### src/rtl/bus_arbiter_rr.sv
// Registered one-hot bus arbiter (round-robin or fixed priority) with time-slice
// preemption, per-owner lock and a forced idle turnaround cycle between owners.
module bus_arbiter_rr #(
  parameter int N_REQ    = 4,
  parameter int MAX_HOLD = 8,
  parameter int RR_MODE  = 1
) (
  input  logic                     clk,
  input  logic                     rst,
  input  logic [N_REQ-1:0]         req,
  input  logic [N_REQ-1:0]         lock,
  output logic [N_REQ-1:0]         grant,
  output logic [$clog2(N_REQ)-1:0] grant_id,
  output logic                     bus_busy,
  output logic                     preempt
);

  localparam int ID_W   = $clog2(N_REQ);
  localparam int HOLD_W = (MAX_HOLD > 0) ? $clog2(MAX_HOLD + 1) : 1;
  localparam logic [HOLD_W-1:0] HOLD_MAX = HOLD_W'(MAX_HOLD);

  typedef enum logic [1:0] {IDLE, GRANT, TURN} state_t;

  state_t              state, state_nxt;
  logic [N_REQ-1:0]    grant_nxt;
  logic [ID_W-1:0]     grant_id_nxt;
  logic                preempt_nxt;
  logic [HOLD_W-1:0]   hold_cnt, hold_nxt;
  logic [ID_W-1:0]     rr_ptr, rr_ptr_nxt;

  logic [ID_W-1:0]     scan_base;
  logic [ID_W-1:0]     cand;
  logic [ID_W-1:0]     win_id;
  logic [N_REQ-1:0]    win_hot;
  logic                win_found;
  logic [ID_W-1:0]     win_next_ptr;
  logic                owner_req;
  logic                competitor;
  logic                owner_locked;
  logic                slice_expired;

  // Fixed priority is just a round-robin scan that always starts at index 0.
  assign scan_base = (RR_MODE != 0) ? rr_ptr : '0;

  always_comb begin
    win_found = 1'b0;
    win_id    = '0;
    win_hot   = '0;
    cand      = '0;
    for (int k = 0; k < N_REQ; k++) begin
      cand = ID_W'((int'(scan_base) + k) % N_REQ);
      if (!win_found && req[cand]) begin
        win_found = 1'b1;
        win_id    = cand;
      end
    end
    win_hot[win_id] = win_found;
  end

  assign win_next_ptr = (win_id == ID_W'(N_REQ - 1)) ? '0 : win_id + 1'b1;

  // While in GRANT the registered one-hot grant doubles as the owner mask.
  assign owner_req     = |(req & grant);
  assign competitor    = |(req & ~grant);
  assign owner_locked  = |(lock & grant);
  assign slice_expired = (MAX_HOLD != 0) && (hold_cnt == HOLD_MAX) &&
                         !owner_locked && competitor;

  always_comb begin
    state_nxt    = state;
    grant_nxt    = grant;
    grant_id_nxt = grant_id;
    preempt_nxt  = 1'b0;
    hold_nxt     = hold_cnt;
    rr_ptr_nxt   = rr_ptr;
    case (state)
      IDLE, TURN: begin
        grant_nxt = '0;
        state_nxt = IDLE;
        if (win_found) begin
          state_nxt    = GRANT;
          grant_nxt    = win_hot;
          grant_id_nxt = win_id;
          hold_nxt     = HOLD_W'(1);
          if (RR_MODE != 0) rr_ptr_nxt = win_next_ptr;
        end
      end
      GRANT: begin
        if (!owner_req) begin
          state_nxt = TURN;
          grant_nxt = '0;
        end else if (slice_expired) begin
          state_nxt   = TURN;
          grant_nxt   = '0;
          preempt_nxt = 1'b1;
        end else if ((MAX_HOLD != 0) && (hold_cnt != HOLD_MAX)) begin
          hold_nxt = hold_cnt + 1'b1;
        end
      end
      default: begin
        state_nxt = IDLE;
        grant_nxt = '0;
      end
    endcase
  end

  always_ff @(posedge clk or posedge rst) begin
    if (rst) begin
      state    <= IDLE;
      grant    <= '0;
      grant_id <= '0;
      bus_busy <= 1'b0;
      preempt  <= 1'b0;
      hold_cnt <= '0;
      rr_ptr   <= '0;
    end else begin
      state    <= state_nxt;
      grant    <= grant_nxt;
      grant_id <= grant_id_nxt;
      bus_busy <= |grant_nxt;
      preempt  <= preempt_nxt;
      hold_cnt <= hold_nxt;
      rr_ptr   <= rr_ptr_nxt;
    end
  end

endmodule

### config.mk
export PLATFORM = sky130hd
export DESIGN_NAME = bus_arbiter_rr
export DESIGN_NICKNAME = d
export VERILOG_FILES = /design/src/rtl/bus_arbiter_rr.sv
export SDC_FILE = /design/constraint.sdc
export NUM_CORES = 1
export LEC_CHECK = 0
export BUFFER_PORTS_ARGS = -buffer_cell sky130_fd_sc_hd__buf_2
export CAP_MARGIN = 20
export CORE_ASPECT_RATIO = 1.4
export CORE_MARGIN = 3
export CORE_UTILIZATION = 42
export CTS_CLUSTER_SIZE = 28
export DETAILED_ROUTE_END_ITERATION = 16
export MAX_ROUTING_LAYER = met4
export PLACE_DENSITY = 0.66
export SETUP_SLACK_MARGIN = 0.05
export SLEW_MARGIN = 30
export SYNTH_ARGS = -nofsm -noshare
export SYNTH_HDL_FRONTEND = slang
export SYNTH_SLANG_ARGS = --single-unit
### constraint.sdc
create_clock -name clk -period 2.7 [get_ports clk]
set_input_delay 0.27 -clock clk [delete_from_list [all_inputs] [get_ports clk]]
set_output_delay 0.27 -clock clk [all_outputs]
set_load 0.02 [all_outputs]
# Word level (Yosys, flattened, before mapping)
# Cells that the tools add are included.
# totals
wordCells	87
ff_bits	16
in_bits	10
# op_classes
n_addsub	5
magnitude_cmp	6
muxes	35
n_eq_ne	10
bitwise	5
reduce_logical	19
# op_table
op	count
two-way mux 4 bit	7
AND 4 bit	4
one-hot mux 4 bit (2 select lines)	2
OR reduction 4 bit	4
< comparator 2 x 3 -> 1 bit, second input constant	5
two-way mux 2 bit	7
two-way mux 1 bit	13
binary-select mux 1 bit (select 2 bit)	4
inequality test 2 bit, second input constant	4
logical AND 1 bit	6
AND reduction 5 bit	1
adder 2 x 1 -> 2 bit, second input constant	2
adder 2 bit, second input constant	2
adder 4 x 1 -> 4 bit, second input constant	1
== test 2 bit, second input constant	2
== test 4 bit, second input constant	1
logical NOT 1 bit	4
inequality test 4 bit, second input constant	1
NOT 4 bit	1
one-hot mux 2 bit (2 select lines)	1
inequality test 3 bit, second input constant	1
demux 1 bit (select 2 bit)	1
== test 2 x 1 -> 1 bit, second input constant	1
greater-or-equal comparator 2 x 1 -> 1 bit, second input constant	1
other kinds (4)	4

# Depth between registers and ports, before layout
# Gate-level depths: netlist of the first run.
# logic_depth
word_depth	20
mapped_depth	7
ltp_nobuf	7

# Worst setup path after synthesis of the first run
# Ideal clock, no wire load.
# synth_timing
path_type	register -> register
start	register rr_ptr[1]
end	register bus_busy
arrival_ps	1498
stages_incl_launch_ff	7
required_time_ps	2575
n_path_buf	0
synth_period_minus_slack_ps	1623
slack_ps	1077
cell_sequence	dfrtp_1 -> mux2i_1 -> a211oi_2 -> inv_1 -> ha_1 -> nor4_1 -> o21bai_1
# synth_via
elab_chain_len	20
word_cells_on_any_way	34
cone_classes	add/sub (3); order compare (2); mux (20); bitwise (1); reduce/logical (8)
# synth_lines
item	line_no	text
from (decl)	29	logic [ID_W-1:0] rr_ptr, rr_ptr_nxt;
from (signal assigned)	123	rr_ptr <= rr_ptr_nxt;
parallel branches: the longest is 11 deep, another holds adder 2 x 1 -> 2 bit	--	
two-way mux 2 bit (*)	52	if (!win_found && req[cand]) begin
named net win_id[0]	33	logic [ID_W-1:0] win_id;
< comparator 2 x 3 -> 1 bit (implied by the code) or greater-or-equal comparator 2 x 1 -> 1 bit (tied branches)	57	win_hot[win_id] = win_found;
logical AND 1 bit (implied by the code)	57	
two-way mux 1 bit (implied by the code)	57	
demux 1 bit (select 2 bit) (*)	57	
AND 4 bit (no line) (*)	--	
two-way mux 4 bit (*)	80	if (win_found) begin
one-hot mux 4 bit (2 select lines) (*)	76	case (state)
OR reduction 4 bit (*)	120	bus_busy <= |grant_nxt;
to (signal assigned)	120	
to (decl)	14	output logic bus_busy,
# Mark *: on every way through the listed nets, which the timed path passes. The select of a mux whose other input is x is not followed.
# A chain may end at the register's enable or synchronous reset.

# Final worst setup path of the first run
# Same ends and word-level chain as after synthesis.

==> results of run 1 <==
worst paths after layout:
path                            slack [ps]                 endpoint  cells after the start
worst max register to register         900       bus_busy$_DFF_PP0_                      6
worst min register to register         490  hold_cnt[3]$_DFFE_PP0P_                      1
worst max-delay path                   900       bus_busy$_DFF_PP0_                      6
min in group clk                       350     state[1]$_DFFE_PP0P_                      4
worst min-delay path                    30       grant[3]$_DFF_PP0_                      2
max in group asynchronous             2260       grant[1]$_DFF_PP0_                      2
kinds of logic (layout without fill, tap and decap cells):
| group | after synthesis | after routing | share of synthesized area |
|---|---|---|---|
| flops | 16 | 16 | 0.4255 |
| compound gates | 24 | 24 | 0.2367 |
| simple gates | 28 | 28 | 0.1542 |
| buf+inv | 9 | 29 | 0.04388 |
| fa+ha+maj | 6 | 6 | 0.07979 |
| mux | 5 | 5 | 0.05984 |
power by group through the flow:
stage | sequential, mW | combinational [mW] | clock, mW
global route | 0.424 | 0.546 | 0.173
detailed placement | 0.416 | 0.488 | 0
floorplan | 0.450 | 0.327 | 0
CTS | 0.411 | 0.489 | 0.165
global placement | 0.415 | 0.483 | 0
finish | 0.409 | 0.481 | 0.161
metrics by stage:
step	utilization	hold WS (ps)	cell area, um^2	instances
floorplan	-	183.7	940.9	88
global placement	0.5092	369.9	1041	125
detailed placement	0.5092	374.4	1041	125
CTS	0.5269	47.75	1077	129
global route	0.5269	83.26	1077	129
finish	0.5269	34.22	1077	129
layout by cell type, fill, tap and decap left out, types with 3 or more instances in the layout:
master	count
ha_1	6
buf_2	17
a22o_1	4
nand2_1	9
dfrtp_1	16
inv_1	8
nand2b_1	4
clkbuf_4	3
a21oi_1	7
mux2i_1	3
nor2_1	5
final cells by class:
cell class,count,area [um^2],area share
multi-input cells,63,499.2,0.4634
flip-flops and latches,16,400.4,0.3717
repair buffers,17,85.08,0.07898
clock buffers,4,36.28,0.03368
inverters,8,30.03,0.02787
well taps,21,26.28,0.02439
flip-flops by register name, indices dropped and copies added (netlist names):
signal    flops
grant         4
hold_cnt      4
grant_id      2
rr_ptr        2
state         2
bus_busy      1
preempt       1
layer usage:
metal  global-route usage  vias up
li1                     -      355
met1               0.2098      360
met2               0.2835       16
met3              0.01729        5
met4              0.09756        0
met5                    -        -
worst max-delay path, stage by stage (launching register included):
cell      delay, ps
dfrtp_1         450
mux2i_1         150
a211oi_2        370
inv_1           110
ha_1            230
nor4_1          280
o21bai_1         90
==> results.sh, run 1 <==
export IMPL_status="completed"
export IMPL_synth_edf_count=0
export IMPL_drtPass1Iterations=4
export IMPL_min_path_type="primary input to asynchronous set/reset pin"
export IMPL_setup_ws_ps=900.8
export IMPL_clk_latency_ps=290
export IMPL_cts_buffer_depth=2
export IMPL_wl_mm=1.950
export IMPL_netlist_instances=88
export IMPL_max_slew_margin_rel=0.4825
export IMPL_rsz0062_at_grt="no"
export IMPL_postCtsSetupBuffers=0
export IMPL_cts_tree="yes"
export IMPL_cts_hold_buf=0
export IMPL_die_x_um=46
export IMPL_final_nets=125
export IMPL_path_class="register to register"
export IMPL_yosysWarnings=0
export IMPL_worstPathArrival_ps=1970
export IMPL_n_antenna_cell=0
export IMPL_io_pins=18
export IMPL_fmax_ghz=0.5558
export IMPL_drc=0
export IMPL_yosysTopAreaCellShare=0.4255
export IMPL_initial_core_util=0.4602
export IMPL_cts_buffers=3
export IMPL_p_per_area_nw_per_um2=975.9
export IMPL_power_frac_comb=0.458
export IMPL_num_rows=19
export IMPL_cts_resized_gates=0
export IMPL_clk_pin_slew_ps=100
export IMPL_synth_distinct_cells=31
export IMPL_vias=736
export IMPL_worst_setup_path_end_kind="register"
export IMPL_wl_met3_um=74
export IMPL_worst_pin_slew_ps=773.5
export IMPL_grt_start_max_net_pins=17
export IMPL_internal_power_mw=0.6068
export IMPL_highest_layer="met4"
export IMPL_setup_viol=0
export IMPL_coreArea_um2=2044
export IMPL_synth_nets=104
export IMPL_io_buffers=17
export IMPL_synthTopCellsByArea="dfrtp_1, ha_1, a21oi_1"
export IMPL_power_frac_seq=0.389
export IMPL_cts_sinks=16
export IMPL_setup_worst_path_start_class="register"
export IMPL_ant_nets=0
export IMPL_grt_overflow_total=0
export IMPL_synth_top_area_cell="dfrtp_1"
export IMPL_finalCriticalPeriod_ps=1799
export IMPL_die_h_um=62.01
export IMPL_drive_gt1_frac=0.2870
export IMPL_gp_congestion=0.8441
export IMPL_avgSynthCellArea_um2=10.69
export IMPL_reg2reg_from="rr_ptr[1]$_DFFE_PP0P_"
export IMPL_synth_flop_cell="dfrtp_1"
export IMPL_power_switching_mw=0.4446
export IMPL_wl_per_cell_um=15.12
export IMPL_grt_pass1_vias=772
export IMPL_period_share=0.6664
export IMPL_ir_drop_mv=0.5289
export IMPL_die_area_um2=2852
export IMPL_synth_top_cells_by_count="dfrtp_1, nand2_1, inv_1"
export IMPL_drtIter0Drc=10
export IMPL_swShare=0.4229
export IMPL_maxCapViolCount=0
export IMPL_cp_required_ps=2880
export IMPL_grt_pass1_wl_mm=3.387
export IMPL_power_mw=1.051
export IMPL_grt_antenna_before_repair=0
export IMPL_grtUsageTotal=0.1753
export IMPL_finalHoldViolCount=0
export IMPL_ys_async_sr_fraction=1.000
export IMPL_synthesis_area_um2=940.9
export IMPL_setup_tns_ps=0
export IMPL_wl_met2_um=995
export IMPL_clk_root_buffer_cell="clkbuf_4"
export IMPL_wl_met1_um=833
export IMPL_synth_most_common_cell="dfrtp_1"
export IMPL_power_leakage_nw=0.5292
export IMPL_syn_to_final_growth_pct=14.49
export IMPL_clkPwrFrac=0.153
export IMPL_hpwl_mm=1.510
export IMPL_dpl_worst_slack_ps=937.2
export IMPL_cts_htree_levels=1
export IMPL_slew_viol_final=0
export IMPL_viasPerCell=5.705
export IMPL_finClkSkew_ps=9.644
export IMPL_fillers=210
export IMPL_seq_area_frac_synth=0.4255
export IMPL_cp_max_fo=6
export IMPL_cp_startpoint="rr_ptr[1]$_DFFE_PP0P_"
export IMPL_ys_ff_latch=16
No activity file was read; power rests on OpenSTA's default activity.
==> run 2, diff against run 1 <==
==> constraint.sdc (replaced) <==
create_clock -name clk -period 1.7 [get_ports clk]
set_input_delay 0.17 -clock clk [delete_from_list [all_inputs] [get_ports clk]]
set_output_delay 0.17 -clock clk [all_outputs]
set_load 0.02 [all_outputs]
==> results.sh, run 2 (same netlist as run 1, synthesis figures left out) <==
export IMPL_setup_tns_ps=0
export IMPL_setup_worst_path_start_class="register"
export IMPL_n_antenna_cell=0
export IMPL_grt_start_max_net_pins=17
export IMPL_fmax_ghz=0.5966
export IMPL_power_mw=1.867
export IMPL_final_nets=131
export IMPL_hold_path_depth=4
export IMPL_p_per_area_nw_per_um2=1574
export IMPL_cts_sinks=16
export IMPL_vias=765
export IMPL_grt_antenna_before_repair=0
export IMPL_drc=0
export IMPL_die_h_um=62.01
export IMPL_clk_pin_slew_ps=90
export IMPL_status="completed"
export IMPL_cts_htree_levels=1
export IMPL_wl_per_cell_um=16.07
export IMPL_drtPass1Iterations=4
export IMPL_drtIter0Drc=15
export IMPL_grt_overflow_total=0
export IMPL_syn_to_final_growth_pct=26.06
export IMPL_clk_latency_ps=280
export IMPL_cp_max_fo=6
export IMPL_r2r_setup_slack_ps=20
export IMPL_ant_nets=0
export IMPL_gp_congestion=0.8505
export IMPL_io_buffers=17
export IMPL_finalHoldViolCount=0
export IMPL_finClkSkew_ps=1.443
export IMPL_max_slew_margin_rel=0.5991
export IMPL_num_rows=19
export IMPL_ir_drop_mv=0.8200
export IMPL_period_share=0.9860
export IMPL_regToRegEndpoint="bus_busy$_DFF_PP0_"
export IMPL_cts_buffer_depth=2
export IMPL_initial_core_util=0.4602
export IMPL_path_class="register to register"
export IMPL_slew_viol_final=0
export IMPL_ff2ff_path_depth=7
export IMPL_reg_top3="grant x4, hold_cnt x4"
export IMPL_cp_required_ps=1870
export IMPL_layout_commonest_cell="buf_2"
export IMPL_die_area_um2=2852
export IMPL_wl_mm=2.169
export IMPL_hpwl_mm=1.642
export IMPL_hold_ws_ps=262.4
export IMPL_maxCapViolCount=0
export IMPL_min_path_type="primary input to register"
export IMPL_grt_pass1_wl_mm=3.263
export IMPL_viasPerCell=5.667
export IMPL_final_cell_mix="buf_2, dfrtp_1, nand2_1"
export IMPL_rsz0062_at_grt="yes"
export IMPL_finalCriticalPeriod_ps=1676
export IMPL_clk_root_buffer_cell="clkbuf_4"
export IMPL_holdPathEnd="state[1]$_DFFE_PP0P_"
export IMPL_worst_setup_path_end_kind="register"
export IMPL_grt_pass1_vias=739
export IMPL_cts_buffers=3
export IMPL_setup_viol=0
export IMPL_dpl_worst_slack_ps=18.71
export IMPL_crit_path_top_delay_cell="dfrtp_2"
export IMPL_design_area_um2=1186
export IMPL_slowest_delay_ps=470
export IMPL_worstPathArrival_ps=1850
export IMPL_die_x_um=46
export IMPL_crit_buf_inv=1
export IMPL_crit_chain="a21oi_1 > o21ai_0 > o2bb2a_4 > inv_2 > ha_4 > nor4_4 > o21bai_1"
export IMPL_worst_path_stages=7
export IMPL_grtUsageTotal=0.1710
export IMPL_worst_pin_slew_ps=600.7
export IMPL_setup_ws_ps=23.75
export IMPL_coreArea_um2=2044
export IMPL_cts_tree="yes"
export IMPL_power_leakage_nw=0.5596
export IMPL_hp_start="req[3]"
export IMPL_reg2reg_from="rr_ptr[1]$_DFFE_PP0P_"
export IMPL_io_pins=18
export IMPL_placed_area_um2=1064
export IMPL_path_delay_family="compound AO/OA/AOI/OAI gates"
export IMPL_drive_gt1_frac=0.3947
## run 2: how the worst max path moves through the flow
stage                     startpoint                 end  slack [ps]
2_1_floorplan  rr_ptr[1]$_DFFE_PP0P_  bus_busy$_DFF_PP0_          80
3_3_place_gp   rr_ptr[1]$_DFFE_PP0P_  bus_busy$_DFF_PP0_          80
3_5_place_dp   rr_ptr[1]$_DFFE_PP0P_  bus_busy$_DFF_PP0_          20
4_1_cts        rr_ptr[1]$_DFFE_PP0P_  bus_busy$_DFF_PP0_          60
5_1_grt        rr_ptr[1]$_DFFE_PP0P_  bus_busy$_DFF_PP0_         -40
6_report       rr_ptr[1]$_DFFE_PP0P_  bus_busy$_DFF_PP0_          20
## run 2: cell type report
cell class | instances | area, um^2
inverters | 8 | 30.03
flip-flops and latches | 16 | 401.6
clock buffers | 4 | 36.28
multi-input cells | 63 | 559.3
fillers | 190 | 858.3
repair buffers | 23 | 132.6
well taps | 21 | 26.28
## run 2: layer usage
layer / vias to the layer above / GRT usage / share of wire
met3: 6 / 0.03746 / 0.039
met5: - / - / 0
met4: 0 / 0.08537 / 0.018
li1: 373 / - / -
met2: 15 / 0.2874 / 0.56
met1: 371 / 0.1857 / 0.38
## run 2: what timing repair did
item	4_1_cts	5_1_grt
resized for setup	2	11
buffers inserted	1	1
pin swaps	3	5
setup endpoints to repair	1	1
hold endpoints to repair	16	0
hold buffers	1	0
## run 2: worst register-to-register path: cells and delay by family, from the launching register on
family / cells / cell delay [ps]
AND/OR/NAND/NOR: 1 / 290
adder cells (fa/ha/maj): 1 / 170
buffers and inverters: 1 / 60
AO/OA/AOI/OAI: 4 / 570
flip-flops: 1 / 470
## run 2: power breakdown
group	switching (mW)	total (mW)	internal [mW]
logic	0.527	0.956	0.429
clock network	0.116	0.246	0.130
registers	0.147	0.665	0.518
## run 2: metrics by stage
stage               utilization  instances
detailed placement       0.5202        128
CTS                      0.5508        134
finish                   0.5802        135
floorplan                     -         88
global route             0.5802        135
global placement         0.5202        128
==> run 3, diff against run 2 <==
--- a/config.mk
+++ b/config.mk
@@ -10,11 +10,11 @@
 export CORE_ASPECT_RATIO = 1.4
 export CORE_MARGIN = 3
 export CORE_UTILIZATION = 42
+export CTS_BUF_LIST = sky130_fd_sc_hd__clkbuf_4 sky130_fd_sc_hd__clkbuf_8
 export CTS_CLUSTER_SIZE = 28
 export DETAILED_ROUTE_END_ITERATION = 16
 export MAX_ROUTING_LAYER = met4
 export PLACE_DENSITY = 0.66
-export SETUP_SLACK_MARGIN = 0.05
 export SLEW_MARGIN = 30
 export SYNTH_ARGS = -nofsm -noshare
 export SYNTH_HDL_FRONTEND = slang
==> results.sh, run 3 (same netlist as run 1, synthesis figures left out) <==
export IMPL_status="completed"
export IMPL_num_rows=19
export IMPL_power_frac_seq=0.376
export IMPL_die_h_um=62.01
export IMPL_initial_core_util=0.4602
export IMPL_ir_drop_mv=0.8368
export IMPL_drtPass1Iterations=4
export IMPL_clk_root_buffer_cell="clkbuf_4"
export IMPL_crit_buf_inv=1
export IMPL_io_pins=18
export IMPL_n_antenna_cell=0
export IMPL_coreArea_um2=2044
export IMPL_syn_to_final_growth_pct=19.81
export IMPL_hp_start="req[3]"
export IMPL_layout_commonest_cell="buf_2"
export IMPL_swShare=0.4183
export IMPL_wl_mm=2.066
export IMPL_worstPathArrival_ps=1800
export IMPL_rsz0062_at_grt="no"
export IMPL_fin_cells=134
export IMPL_cp_max_fo=6
export IMPL_worst_setup_path_end_kind="register"
export IMPL_drc=0
export IMPL_ant_nets=0
export IMPL_die_area_um2=2852
export IMPL_grt_start_max_net_pins=17
export IMPL_drtIter0Drc=14
export IMPL_hold_ws_ps=256.2
export IMPL_grtUsageTotal=0.1704
export IMPL_power_switching_mw=0.7292
export IMPL_path_class="register to register"
export IMPL_internal_power_mw=1.014
export IMPL_wl_per_cell_um=15.42
export IMPL_cp_startpoint="rr_ptr[1]$_DFFE_PP0P_"
export IMPL_min_path_type="primary input to register"
export IMPL_cts_buffer_depth=2
export IMPL_maxCapViolCount=0
export IMPL_reg_top3="grant x4, hold_cnt x4"
export IMPL_drive_gt1_frac=0.3363
export IMPL_cts_buffers=3
export IMPL_slowest_delay_ps=460
export IMPL_final_nets=130
export IMPL_path_delay_family="compound AO/OA/AOI/OAI gates"
export IMPL_dpl_cell_count=128
export IMPL_hpwl_mm=1.642
export IMPL_grt_pass1_vias=749
export IMPL_die_x_um=46
export IMPL_cts_sinks=16
export IMPL_finClkSkew_ps=2.752
export IMPL_p_per_area_nw_per_um2=1546
export IMPL_finalCriticalPeriod_ps=1630
export IMPL_slew_viol_final=0
export IMPL_dpl_worst_slack_ps=18.71
export IMPL_fmax_ghz=0.6135
export IMPL_grt_pass1_wl_mm=3.270
export IMPL_crit_chain="a21oi_1 > o21ai_0 > o2bb2a_2 > inv_1 > ha_2 > nor4_2 > o21bai_1"
export IMPL_final_cell_mix="buf_2, dfrtp_1, nand2_1"
export IMPL_viasPerCell=5.642
export IMPL_setup_ws_ps=69.90
export IMPL_reg2reg_from="rr_ptr[1]$_DFFE_PP0P_"
export IMPL_power_leakage_nw=0.5518
export IMPL_utilization=0.5514
export IMPL_power_mw=1.743
export IMPL_setup_viol=0
export IMPL_setup_tns_ps=0
export IMPL_power_frac_comb=0.483
export IMPL_placed_area_um2=1064
export IMPL_io_buffers=17
export IMPL_gp_congestion=0.8505
export IMPL_period_share=0.9589
export IMPL_finalHoldViolCount=0
export IMPL_clk_pin_slew_ps=90
export IMPL_cp_required_ps=1870
export IMPL_grt_overflow_total=0
export IMPL_cts_htree_levels=1
export IMPL_setup_worst_path_start_class="register"
export IMPL_clk_latency_ps=280
export IMPL_cts_tree="yes"
export IMPL_max_slew_margin_rel=0.5992
export IMPL_design_area_um2=1127
export IMPL_crit_path_top_delay_cell="dfrtp_2"
export IMPL_vias=756
export IMPL_worst_pin_slew_ps=600.6
export IMPL_clkPwrFrac=0.141
export IMPL_grt_antenna_before_repair=0
## run 3: cell count changes in the layout (fill, tap and decap cells not counted)
cell,previous run,this run
nor4_2,1,2
o2bb2a_2,0,1
mux2i_1,2,3
inv_1,6,8
nor3b_1,0,1
ha_4,2,0
buf_4,5,4
mux2i_2,1,0
o2bb2a_4,1,0
inv_2,2,0
ha_1,3,5
nor4_4,1,0
nor3b_2,1,0
## run 3: final cells by class
| cell class | count | area [um^2] |
|---|---|---|
| fill | 201 | 917.1 |
| sequential | 16 | 401.6 |
| tap | 21 | 26.28 |
| inverter | 8 | 30.03 |
| clock buffer | 4 | 36.28 |
| timing repair buffer | 22 | 125.1 |
| multi-input combinational | 63 | 508.0 |
## run 3: worst reg2reg max path, delay by kind of cell, from the launching register on
kind,cells,cell delay (ps)
buffers and inverters,1,70
DFF,1,460
AOI/OAI and AO/OA,4,600
adders and majority gates,1,180
and+or+nand+nor,1,220
## run 3: path summary, 6_finish.rpt
path | end | slack (ps) | depth (start not counted)
min | state[1]$_DFFE_PP0P_ | 260 | 4
min in group asynchronous | hold_cnt[1]$_DFFE_PP0P_ | 490 | 3
max | bus_busy$_DFF_PP0_ | 70 | 7
max reg2reg | bus_busy$_DFF_PP0_ | 70 | 7
max in group asynchronous | rr_ptr[1]$_DFFE_PP0P_ | 790 | 3
min reg2reg | hold_cnt[3]$_DFFE_PP0P_ | 480 | 1
## run 3: timing repair
action / CTS / global route
buffers inserted: 0 / 1
gates resized for setup: 0 / 3
hold endpoints to repair: 16 / 0
setup endpoints to repair: 0 / 1
hold buffers: 1 / 0
## run 3: routing by layer
layer,track usage,routed length (um),up-vias
li1,-,-,369
met1,0.1821,794,366
met2,0.2894,1142,17
met3,0.03746,105,4
met4,0.08537,24,0
met5,-,0,-
## run 3: power groups by stage
stage / registers (mW) / clock network [mW] / logic, mW
floorplan: 0.715 / 0 / 0.519
global placement: 0.656 / 0 / 0.800
detailed placement: 0.658 / 0 / 0.822
CTS: 0.653 / 0.254 / 0.822
global route: 0.672 / 0.275 / 0.934
finish: 0.655 / 0.247 / 0.842
